## config.mk

```make
export PLATFORM = sky130hd
export DESIGN_NAME = instruction_loader_flat
export DESIGN_NICKNAME = d
export VERILOG_FILES = /design/src/rtl/instruction_loader_pkg.sv /design/src/rtl/instruction_loader_if.sv /design/src/rtl/word_assembler.sv /design/src/rtl/instruction_loader.sv /design/src/flat_wrapper.sv
export SDC_FILE = /design/constraint.sdc
export NUM_CORES = 1
export LEC_CHECK = 0
export ABC_AREA = 1
export CELL_PAD_IN_SITES_DETAIL_PLACEMENT = 0
export CELL_PAD_IN_SITES_GLOBAL_PLACEMENT = 1
export CORE_AREA = 4 4 109 132
export CTS_BUF_LIST = sky130_fd_sc_hd__clkbuf_16
export CTS_CLUSTER_SIZE = 30
export DETAILED_ROUTE_END_ITERATION = 7
export DIE_AREA = 0 0 113 136
export HOLD_SLACK_MARGIN = 0.12
export PLACE_DENSITY_LB_ADDON = 0.1
export SYNTH_ARGS = -nofsm -noshare
export SYNTH_HDL_FRONTEND = slang
export SYNTH_HIERARCHICAL = 1
export SYNTH_SLANG_ARGS = --single-unit
```

## constraint.sdc

```tcl
create_clock -name i_clk -period 2.5 [get_ports i_clk]
set_input_delay 0.375 -clock i_clk [delete_from_list [all_inputs] [get_ports i_clk]]
set_output_delay 0.375 -clock i_clk [all_outputs]
set_load 0.05 [all_outputs]
```

## src/rtl/instruction_loader_pkg.sv

```systemverilog
// Shared types and constants for the instruction loader: FSM encoding, word geometry, halt marker.
package instruction_loader_pkg;

    localparam int unsigned BYTES_PER_WORD = 4;
    localparam int unsigned BYTE_CNT_W     = $clog2(BYTES_PER_WORD);
    localparam int unsigned WORD_W         = 8 * BYTES_PER_WORD;

    localparam logic [WORD_W-1:0] DEFAULT_HALT_WORD = 32'hFFFF_FFFF;

    typedef enum logic [1:0] {
        StIdle = 2'd0,
        StLoad = 2'd1,
        StDone = 2'd2,
        StErr  = 2'd3
    } state_e;

endpackage

```

## src/rtl/instruction_loader_if.sv

```systemverilog
// Byte-stream input and instruction-memory write port of the loader.
interface instruction_loader_if #(
    parameter int unsigned ADDR_LENGTH = 32,
    parameter int unsigned DATA_LENGTH = 32
);
    logic [7:0]             i_rx_data;
    logic                   i_rx_valid;
    logic                   o_We;
    logic [ADDR_LENGTH-1:0] o_Addr;
    logic [DATA_LENGTH-1:0] o_Data;

    // master: the loader, which consumes bytes and drives the memory write port
    modport master (
        input  i_rx_data,
        input  i_rx_valid,
        output o_We,
        output o_Addr,
        output o_Data
    );

    modport slave (
        output i_rx_data,
        output i_rx_valid,
        input  o_We,
        input  o_Addr,
        input  o_Data
    );
endinterface

```

## src/rtl/word_assembler.sv

```systemverilog
// Packs bytes MSB-first into a word; word_valid is a combinational strobe on the last byte.
module word_assembler
    import instruction_loader_pkg::*;
(
    input  logic              i_clk,
    input  logic              i_rst,
    input  logic              i_clear,
    input  logic              i_byte_en,
    input  logic [7:0]        i_byte,
    output logic [WORD_W-1:0] word,
    output logic              word_valid
);

    localparam logic [BYTE_CNT_W-1:0] LastByte = BYTE_CNT_W'(BYTES_PER_WORD - 1);

    logic [BYTE_CNT_W-1:0] cnt_q;
    logic [WORD_W-9:0]     shift_q;

    always_ff @(posedge i_clk) begin
        if (!i_rst || i_clear) begin
            cnt_q   <= '0;
            shift_q <= '0;
        end else if (i_byte_en) begin
            cnt_q   <= cnt_q + 1'b1;
            shift_q <= {shift_q[WORD_W-17:0], i_byte};
        end
    end

    // The final byte is merged directly so the word is ready on the edge that samples it
    assign word       = {shift_q, i_byte};
    assign word_valid = i_byte_en && (cnt_q == LastByte);

endmodule

```

## src/rtl/instruction_loader.sv

```systemverilog
// Loads a program from a UART byte stream into instruction memory, stopping on halt or overflow.
module instruction_loader
    import instruction_loader_pkg::*;
#(
    parameter int unsigned       MEM_SIZE    = 5,
    parameter int unsigned       ADDR_LENGTH = 32,
    parameter int unsigned       DATA_LENGTH = 32,
    parameter logic [WORD_W-1:0] HALT_WORD   = DEFAULT_HALT_WORD
) (
    input  logic                   i_clk,
    input  logic                   i_rst,
    input  logic                   i_start,
    instruction_loader_if.master   bus,
    output logic                   o_busy,
    output logic                   o_done,
    output logic                   o_overflow,
    output logic [ADDR_LENGTH-1:0] o_word_count
);

    localparam logic [ADDR_LENGTH-1:0] MemSize = ADDR_LENGTH'(MEM_SIZE);

    state_e                 state_q, state_d;
    logic                   we_q, we_d;
    logic [ADDR_LENGTH-1:0] addr_q, addr_d;
    logic [DATA_LENGTH-1:0] data_q, data_d;
    logic [ADDR_LENGTH-1:0] wptr_q, wptr_d;

    logic              byte_en;
    logic [WORD_W-1:0] word;
    logic              word_valid;

    // A start pulse drops any byte arriving in the same cycle
    assign byte_en = (state_q == StLoad) && bus.i_rx_valid && !i_start;

    word_assembler u_word_assembler (
        .i_clk      (i_clk),
        .i_rst      (i_rst),
        .i_clear    (i_start),
        .i_byte_en  (byte_en),
        .i_byte     (bus.i_rx_data),
        .word       (word),
        .word_valid (word_valid)
    );

    always_comb begin
        state_d = state_q;
        we_d    = 1'b0;
        addr_d  = addr_q;
        data_d  = data_q;
        wptr_d  = wptr_q;
        if (i_start) begin
            state_d = StLoad;
            wptr_d  = '0;
        end else if (word_valid) begin
            if (wptr_q < MemSize) begin
                we_d   = 1'b1;
                addr_d = wptr_q;
                data_d = DATA_LENGTH'(word);
                wptr_d = wptr_q + 1'b1;
                if (word == HALT_WORD) begin
                    state_d = StDone;
                end
            end else begin
                state_d = StErr;
            end
        end
    end

    always_ff @(posedge i_clk) begin
        if (!i_rst) begin
            state_q <= StIdle;
            we_q    <= 1'b0;
            addr_q  <= '0;
            data_q  <= '0;
            wptr_q  <= '0;
        end else begin
            state_q <= state_d;
            we_q    <= we_d;
            addr_q  <= addr_d;
            data_q  <= data_d;
            wptr_q  <= wptr_d;
        end
    end

    assign bus.o_We     = we_q;
    assign bus.o_Addr   = addr_q;
    assign bus.o_Data   = data_q;
    assign o_busy       = (state_q == StLoad);
    assign o_done       = (state_q == StDone);
    assign o_overflow   = (state_q == StErr);
    assign o_word_count = wptr_q;

endmodule
```

## src/flat_wrapper.sv

```systemverilog
// flat-port wrapper written by rule: the top's interface ports become plain ports
module instruction_loader_flat import instruction_loader_pkg::*;
#(
    parameter int unsigned       MEM_SIZE    = 5,
    parameter int unsigned       ADDR_LENGTH = 32,
    parameter int unsigned       DATA_LENGTH = 32,
    parameter logic [WORD_W-1:0] HALT_WORD   = DEFAULT_HALT_WORD
)
  (i_clk, i_rst, i_start, o_busy, o_done, o_overflow, o_word_count, bus_i_rx_data, bus_i_rx_valid, bus_o_We, bus_o_Addr, bus_o_Data);
  instruction_loader_if #(.ADDR_LENGTH(ADDR_LENGTH), .DATA_LENGTH(DATA_LENGTH)) bus_i ();
  input  logic i_clk;
  input  logic i_rst;
  input  logic i_start;
  output logic o_busy;
  output logic o_done;
  output logic o_overflow;
  output logic [ADDR_LENGTH-1:0] o_word_count;
  input wire logic [$bits(bus_i.i_rx_data)-1:0] bus_i_rx_data;
  input wire logic [$bits(bus_i.i_rx_valid)-1:0] bus_i_rx_valid;
  output wire logic [$bits(bus_i.o_We)-1:0] bus_o_We;
  output wire logic [$bits(bus_i.o_Addr)-1:0] bus_o_Addr;
  output wire logic [$bits(bus_i.o_Data)-1:0] bus_o_Data;
  assign bus_i.i_rx_data = bus_i_rx_data;
  assign bus_i.i_rx_valid = bus_i_rx_valid;
  assign bus_o_We = bus_i.o_We;
  assign bus_o_Addr = bus_i.o_Addr;
  assign bus_o_Data = bus_i.o_Data;
  instruction_loader #(.MEM_SIZE(MEM_SIZE), .ADDR_LENGTH(ADDR_LENGTH), .DATA_LENGTH(DATA_LENGTH), .HALT_WORD(HALT_WORD)) u_core (.i_clk(i_clk), .i_rst(i_rst), .i_start(i_start), .bus(bus_i), .o_busy(o_busy), .o_done(o_done), .o_overflow(o_overflow), .o_word_count(o_word_count));
endmodule
```

==> key figures, run 1 <==
Clock network
  • Hold_buf cts: 0
  • Buffer depth of the longest clock path: 2
  • Setup bufs post-CTS: 0
  • Clk pin slew, worst setup/hold paths: 0.05 ns
  • Sink Count: about 130
  • Number of buffers created by CTS: 17
  • CTS tree: built
  • Cts repair resizes: 0
  • # H-tree levels: 4
  • Root buf cell: clkbuf_16
  • Clock latency on the worst-skew pair: between 0.4 and 0.5 ns

Synthesis
  • Netlist cell types: 21
  • Cell Area, Synth: between 4000 and 5000 sq um
  • Sequential area share after synthesis: 53.73%
  • Number of synthesized flops with an enable pin: 0
  • Synthesized instance count: 583
  • Synth Register Bits: 125
  • Top post-synthesis cells by area: dfxtp_1 54%, nand2_1 11%, nor2_1 7.5%
  • Synth top cells by count: 142 x nand2_1, 125 x dfxtp_1, 93 x nor2_1
  • Avg Synthesized Cell Area: 7.988 sq um
  • Async set-reset flop share out of synthesis: 0%
  • Most frequent cell after synthesis: nand2_1
  • Share of the synthesized area in the top cell type: 53.73%
  • Synth warn: 6
  • Primary FF master, synth: dfxtp_1
  • Syn Nets: roughly 600
  • Cell taking the most area after synthesis: dfxtp_1

Route
  • Via count: around 3,800
  • Drt total wl: 11,070 microns
  • Antenna viol nets, final: 0
  • DR WL/cell: 12.79 microns
  • Pre-Repair DR Iteration Count: 4
  • DRC Markers: 0
  • 1st-iter DRT viols: 154
  • Via/cell ratio: 4.421

Global route
  • First-pass GRT wire length: about 18,000 microns
  • Met3 Track Usage GR: 5.343%
  • GR peak layer: met2
  • Congestion Overflow GR: 0
  • Initial antenna violation count: 0
  • Vias in the first global route: 3,886
  • GR Util met1: 16.72%
  • Largest net degree at the start of global routing: 36
  • All-layer global routing usage: 15.15%
  • Met2 Resource Use GR: 26.38%

STA
  • Slew Limit Fails: 0
  • Achievable clock frequency: 465.7 MHz
  • Period Utilization, post-route: 85.90%
  • RSZ-0062 raised after global routing: no
  • Post-layout minimum cycle time: 2.147 ns
  • Slew headroom: 64.71%
  • Final setup TNS: 0 ns
  • Endpoints failing setup: 0
  • Least-Margin Pin Slew: 0.5278 ns
  • Clk_skew: between 0.005 and 0.006 ns
  • Final-report hold violation count: 0
  • Hold Slack: around 0.44 ns
  • PnR worst setup slack: 0.3526 ns

Cells and area
  • N_diodes: 0
  • Final core utilization: 49.33%
  • Fillers: about 1,300
  • Share of layout cells above drive strength 1: 12.32%
  • Synthesis-to-layout area growth: 38.39%
  • Final net count: 700

Setup path
  • Slowest CP cell: clkdlybuf4s50_1
  • CP bufs+invs: 1
  • CP required: ~2.1 ns
  • Critical Path AT: 1.77 ns
  • Cells along the critical path: clkdlybuf4s50_1
  • Setup Crit Path Kind: reg -> out
  • Worst Setup Start Kind: flip-flop
  • CP Max Fanout: 6
  • Crit. End Element: output port
  • CP peak stage delay: 0.88 ns
  • Top delay family on crit path: buffers and inverters

Die
  • Die width: 113 microns
  • # rows: 46
  • I/O pin total: approximately 110
  • Total die area: 15,370 sq um
  • Starting density of the core: 35.64%
  • Core box area: 13,070 sq um
  • Die height: 136 microns

Power and ir drop
  • Max rail drop VDD: 0.3926 mV
  • Static Leak: roughly 0.0022 uW
  • PwrDens: 729.8 nW/um^2
  • Power Total: 4704 uW

Flow run
  • Max-cap viol count: 0

Placement
  • Pre-CTS setup slack: 0.3836 ns
  • Placer congestion estimate: 0.7543
  • Dpl hpwl: 7876 microns
  • Port-buffer cells: 111

Outcome
  • Status: finished, final reports clean

Hold path
  • Hold crit path type: reg -> reg
layout make-up:
| cell class | count | area (sq um) | area share (%) |
|---|---|---|---|
| clock buffers | 17 | 425.4 | 6.601 |
| inverters | 46 | 180.2 | 2.796 |
| flip-flops and latches | 125 | 2502 | 38.83 |
| well taps | 168 | 210.2 | 3.262 |
| clock inverters | 15 | 202.7 | 3.145 |
| repair buffers | 122 | 1206 | 18.71 |
| multi-input cells | 373 | 1718 | 26.66 |
layout by cell type, fill, tap and decap left out, drive strengths merged:
| cell | instances |
|---|---|
| nor3 | 1 |
| inv | 47 |
| a21oi | 66 |
| buf | 11 |
| bufinv | 5 |
| clkinvlp | 2 |
| ha | 3 |
| nand2 | 164 |
| clkdlybuf4s50 | 111 |
| clkbuf | 17 |
| nor2 | 95 |
| dfxtp | 125 |
| nand3 | 40 |
| clkinv | 7 |
| xor2 | 1 |
| nand4 | 3 |
per-layer routing:
metal / routed length, microns / part of all wire [%]
met4: 197 / 1.8
met5: 0 / 0
met2: 5613 / 51
met3: 552 / 5.0
met1: 4710 / 43
path summary, 6_finish.rpt:
| check | startpoint | end | slack, ns | cells past startpoint |
|---|---|---|---|---|
| setup reg to reg | u_core/o_word_count[0] | u_core/bus.o_Data[17] | 0.68 | 12 |
| hold / removal | u_core/bus.o_Addr[5] | u_core/bus.o_Addr[5] | 0.44 | 2 |
| setup / recovery | u_core/o_word_count[2] | o_word_count[2] | 0.35 | 1 |
| hold reg to reg | u_core/bus.o_Addr[5] | u_core/bus.o_Addr[5] | 0.44 | 2 |
metrics by stage:
| step | instances | instance area, sq um |
|---|---|---|
| after floorplan | 583 | 4659 |
| after CTS | 866 | 6445 |
| final | 866 | 6445 |
| after global placement | 834 | 5817 |
| after detailed placement | 834 | 5817 |
| after global routing | 866 | 6445 |
worst min-delay path: cells and delay by family, from the launching register on:
kind             cells  cell delay (ns)
flip-flops           1             0.30
AND/OR/NAND/NOR      2             0.09
registers in the layout, summed over array words and instances (netlist names):
signal / cells
u_core/bus.o_Addr: 32
u_core/bus.o_Data: 32
u_core/bus.o_We: 1
u_core/o_word_count: 32
u_core/state_q: 2
u_core/u_word_assembler/cnt_q: 2
u_core/u_word_assembler/shift_q: 24
where the power goes:
part	internal (uW)	switching (uW)	total [uW]
clock network	1750	859	2600
registers	2000	2.99	2000
logic	32.2	68.0	100
cells by family after synthesis:
group                    synth area share, %
AO/OA/AOI/OAI                          8.705
AND/OR/NAND/NOR                        27.08
flip-flops                             53.73
buffers and inverters                  9.484
adder cells (fa/ha/maj)               0.8061
XOR/XNOR                              0.1881
(Power assumes the default switching activity.)
==> run 2: changes to the inputs <==
Settings changed: HOLD_SLACK_MARGIN 0.12 to unset.
==> results of run 2 <==
Same layout as run 1: the final DEF is identical, and so are final timing and power.
==> run 3: changes to the inputs <==
--- a/config.mk
+++ b/config.mk
@@ -16,2 +16,3 @@
 export PLACE_DENSITY_LB_ADDON = 0.1
+export SLEW_MARGIN = 10
 export SYNTH_ARGS = -nofsm -noshare
==> constraint.sdc (replaced) <==
create_clock -name i_clk -period 2.5 [get_ports i_clk]
set_input_delay 0.25 -clock i_clk [delete_from_list [all_inputs] [get_ports i_clk]]
set_output_delay 0.25 -clock i_clk [all_outputs]
set_load 0.05 [all_outputs]
==> key figures, run 3 (synthesized netlist as in run 1, its figures left out) <==
Global route
  • Largest net degree at the start of global routing: 35 (was 36)
  • Initial antenna violation count: 0 (unchanged)
  • All-layer global routing usage: 15.13% (was 15.15%)
  • Vias in the first global route: 3,836 (was 3,886)
  • First-pass GRT wire length: 18,640 microns (was 18,500 microns)
  • Congestion Overflow GR: 0 (unchanged)

Route
  • Via count: 3,904 (was 3,829)
  • DR WL/cell: 13.17 microns (was 12.79 microns)
  • Drt total wl: 11,420 microns (was 11,070 microns)
  • DRC Markers: 0 (unchanged)
  • Via/cell ratio: 4.503 (was 4.421)
  • Antenna viol nets, final: 0 (unchanged)
  • Pre-Repair DR Iteration Count: 6 (was 4)
  • 1st-iter DRT viols: 158 (was 154)

Cells and area
  • Commonest cells after routing, fill and taps aside: 142 x nand2_1, 125 x dfxtp_1, 111 x clkdlybuf4s50_1 (unchanged)
  • Finished Layout Cells: 867 (was 866)
  • Synthesis-to-layout area growth: 38.45% (was 38.39%)
  • Final core utilization: 49.35% (was 49.33%)
  • Final net count: 701 (was 700)
  • Fillers: 1,306 (was 1,310)
  • Share of layout cells above drive strength 1: 12.88% (was 12.32%)
  • N_diodes: 0 (unchanged)
  • Commonest non-fill, non-tap cell in the layout: nand2_1 (unchanged)

STA
  • Achievable clock frequency: 499.7 MHz (was 465.7 MHz)
  • Post-layout minimum cycle time: 2.001 ns (was 2.147 ns)
  • Final-report hold violation count: 0 (unchanged)
  • RSZ-0062 raised after global routing: no (unchanged)
  • Period Utilization, post-route: 80.04% (was 85.90%)
  • Slew Limit Fails: 0 (unchanged)
  • Endpoints failing setup: 0 (unchanged)
  • Least-Margin Pin Slew: 0.5247 ns (was 0.5278 ns)
  • Slew headroom: 64.91% (was 64.71%)
  • Final setup TNS: 0 ns (unchanged)
  • Clk_skew: 0.008953 ns (was 0.005023 ns)
  • PnR worst setup slack: 0.4989 ns (was 0.3526 ns)

Clock network
  • Number of buffers created by CTS: 17 (unchanged)
  • CTS tree: built (unchanged)
  • Cts repair resizes: 0 (unchanged)
  • Buffer depth of the longest clock path: 2 (unchanged)
  • Hold_buf cts: 0 (unchanged)
  • # H-tree levels: 4 (unchanged)
  • Setup bufs post-CTS: 0 (unchanged)
  • Root buf cell: clkbuf_16 (unchanged)
  • Clk pin slew, worst setup/hold paths: 0.06 ns (was 0.05 ns)
  • Clock latency on the worst-skew pair: 0.41 ns (about the same)
  • Sink Count: 125 (unchanged)

Die
  • Core box area: 13,070 sq um (unchanged)
  • Starting density of the core: 35.64% (unchanged)
  • Die height: 136 microns (unchanged)
  • # rows: 46 (unchanged)
  • Total die area: 15,370 sq um (unchanged)
  • Die width: 113 microns (unchanged)
  • I/O pin total: 112 (unchanged)

Hold path
  • Hold crit path type: reg -> reg (unchanged)

Placement
  • Placer congestion estimate: 0.7601 (was 0.7543)
  • Port-buffer cells: 111 (unchanged)
  • Dpl hpwl: 7958 microns (was 7876 microns)
  • Pre-CTS setup slack: 0.3900 ns (was 0.3836 ns)
  • DP Cell Count: 835 (was 834)

Power and ir drop
  • PwrDens: 723.7 nW/um^2 (was 729.8 nW/um^2)
  • Max rail drop VDD: 0.3347 mV (was 0.3926 mV)
  • Static Leak: 0.002235 uW (was 0.002245 uW)

Setup path
  • Setup Crit Path Kind: reg -> out (unchanged)
  • CP Max Fanout: 3 (was 6)
  • CP required: 2.25 ns (was 2.12 ns)
  • Crit. End Element: output port (unchanged)
  • Critical Path AT: 1.75 ns (was 1.77 ns)
  • Worst Setup Start Kind: flip-flop (unchanged)

Outcome
  • Status: finished, final reports clean (unchanged)

Flow run
  • Max-cap viol count: 0 (unchanged)
[run 3: final timing paths]
| path | cells after the start | to | slack (ns) | from |
|---|---|---|---|---|
| max reg2reg | 11 | u_core/bus.o_Data[19] | 0.65 | u_core/state_q[0] |
| min reg2reg | 2 | u_core/bus.o_Addr[22] | 0.44 | u_core/bus.o_Addr[22] |
| min | 2 | u_core/bus.o_Addr[22] | 0.44 | u_core/bus.o_Addr[22] |
| max | 3 | o_done | 0.50 | u_core/state_q[1] |
[run 3: metal layers]
metal | routed length [microns] | part of all wire, % | GRT usage [%] | up-vias
met4 | 144 | 1.3 | 5.277 | 0
met2 | 5810 | 51 | 26.65 | 84
met3 | 476 | 4.2 | 4.408 | 10
met5 | 0 | 0 | 0 | -
met1 | 4990 | 44 | 17.45 | 1799
li1 | - | - | - | 2011
[run 3: cell type report]
| type | instances | area (sq um) | share of cell area, % |
|---|---|---|---|
| Sequential cell | 125 | 2502 | 38.81 |
| Multi-Input combinational cell | 373 | 1718 | 26.64 |
| Timing Repair Buffer | 123 | 1214 | 18.82 |
| Clock buffer | 17 | 425.4 | 6.598 |
| Tap cell | 168 | 210.2 | 3.260 |
| Clock inverter | 15 | 197.7 | 3.066 |
| Inverter | 46 | 180.2 | 2.794 |
[run 3: report_power, final]
group          leakage [uW]  internal [uW]  total (uW)  switching, uW
Combinational      0.000938           33.2         102           68.8
Clock              0.000290           1660        2570            902
Sequential          0.00101           2000        2000           3.12
[run 3: metrics by stage]
step	power [uW]	instance area, sq um	hold slack (ns)
2_1_floorplan	2116	4659	0.3293
3_3_place_gp	2146	5824	0.4273
3_5_place_dp	2146	5824	0.4288
4_1_cts	4729	6447	0.4389
5_1_grt	4820	6447	0.4517
6_report	4666	6447	0.4366
[run 3: worst max-delay path, stage by stage (launching register included)]
cell	delay, ns
dfxtp_1	0.37
inv_1	0.07
nor2_1	0.10
clkdlybuf4s50_1	0.81
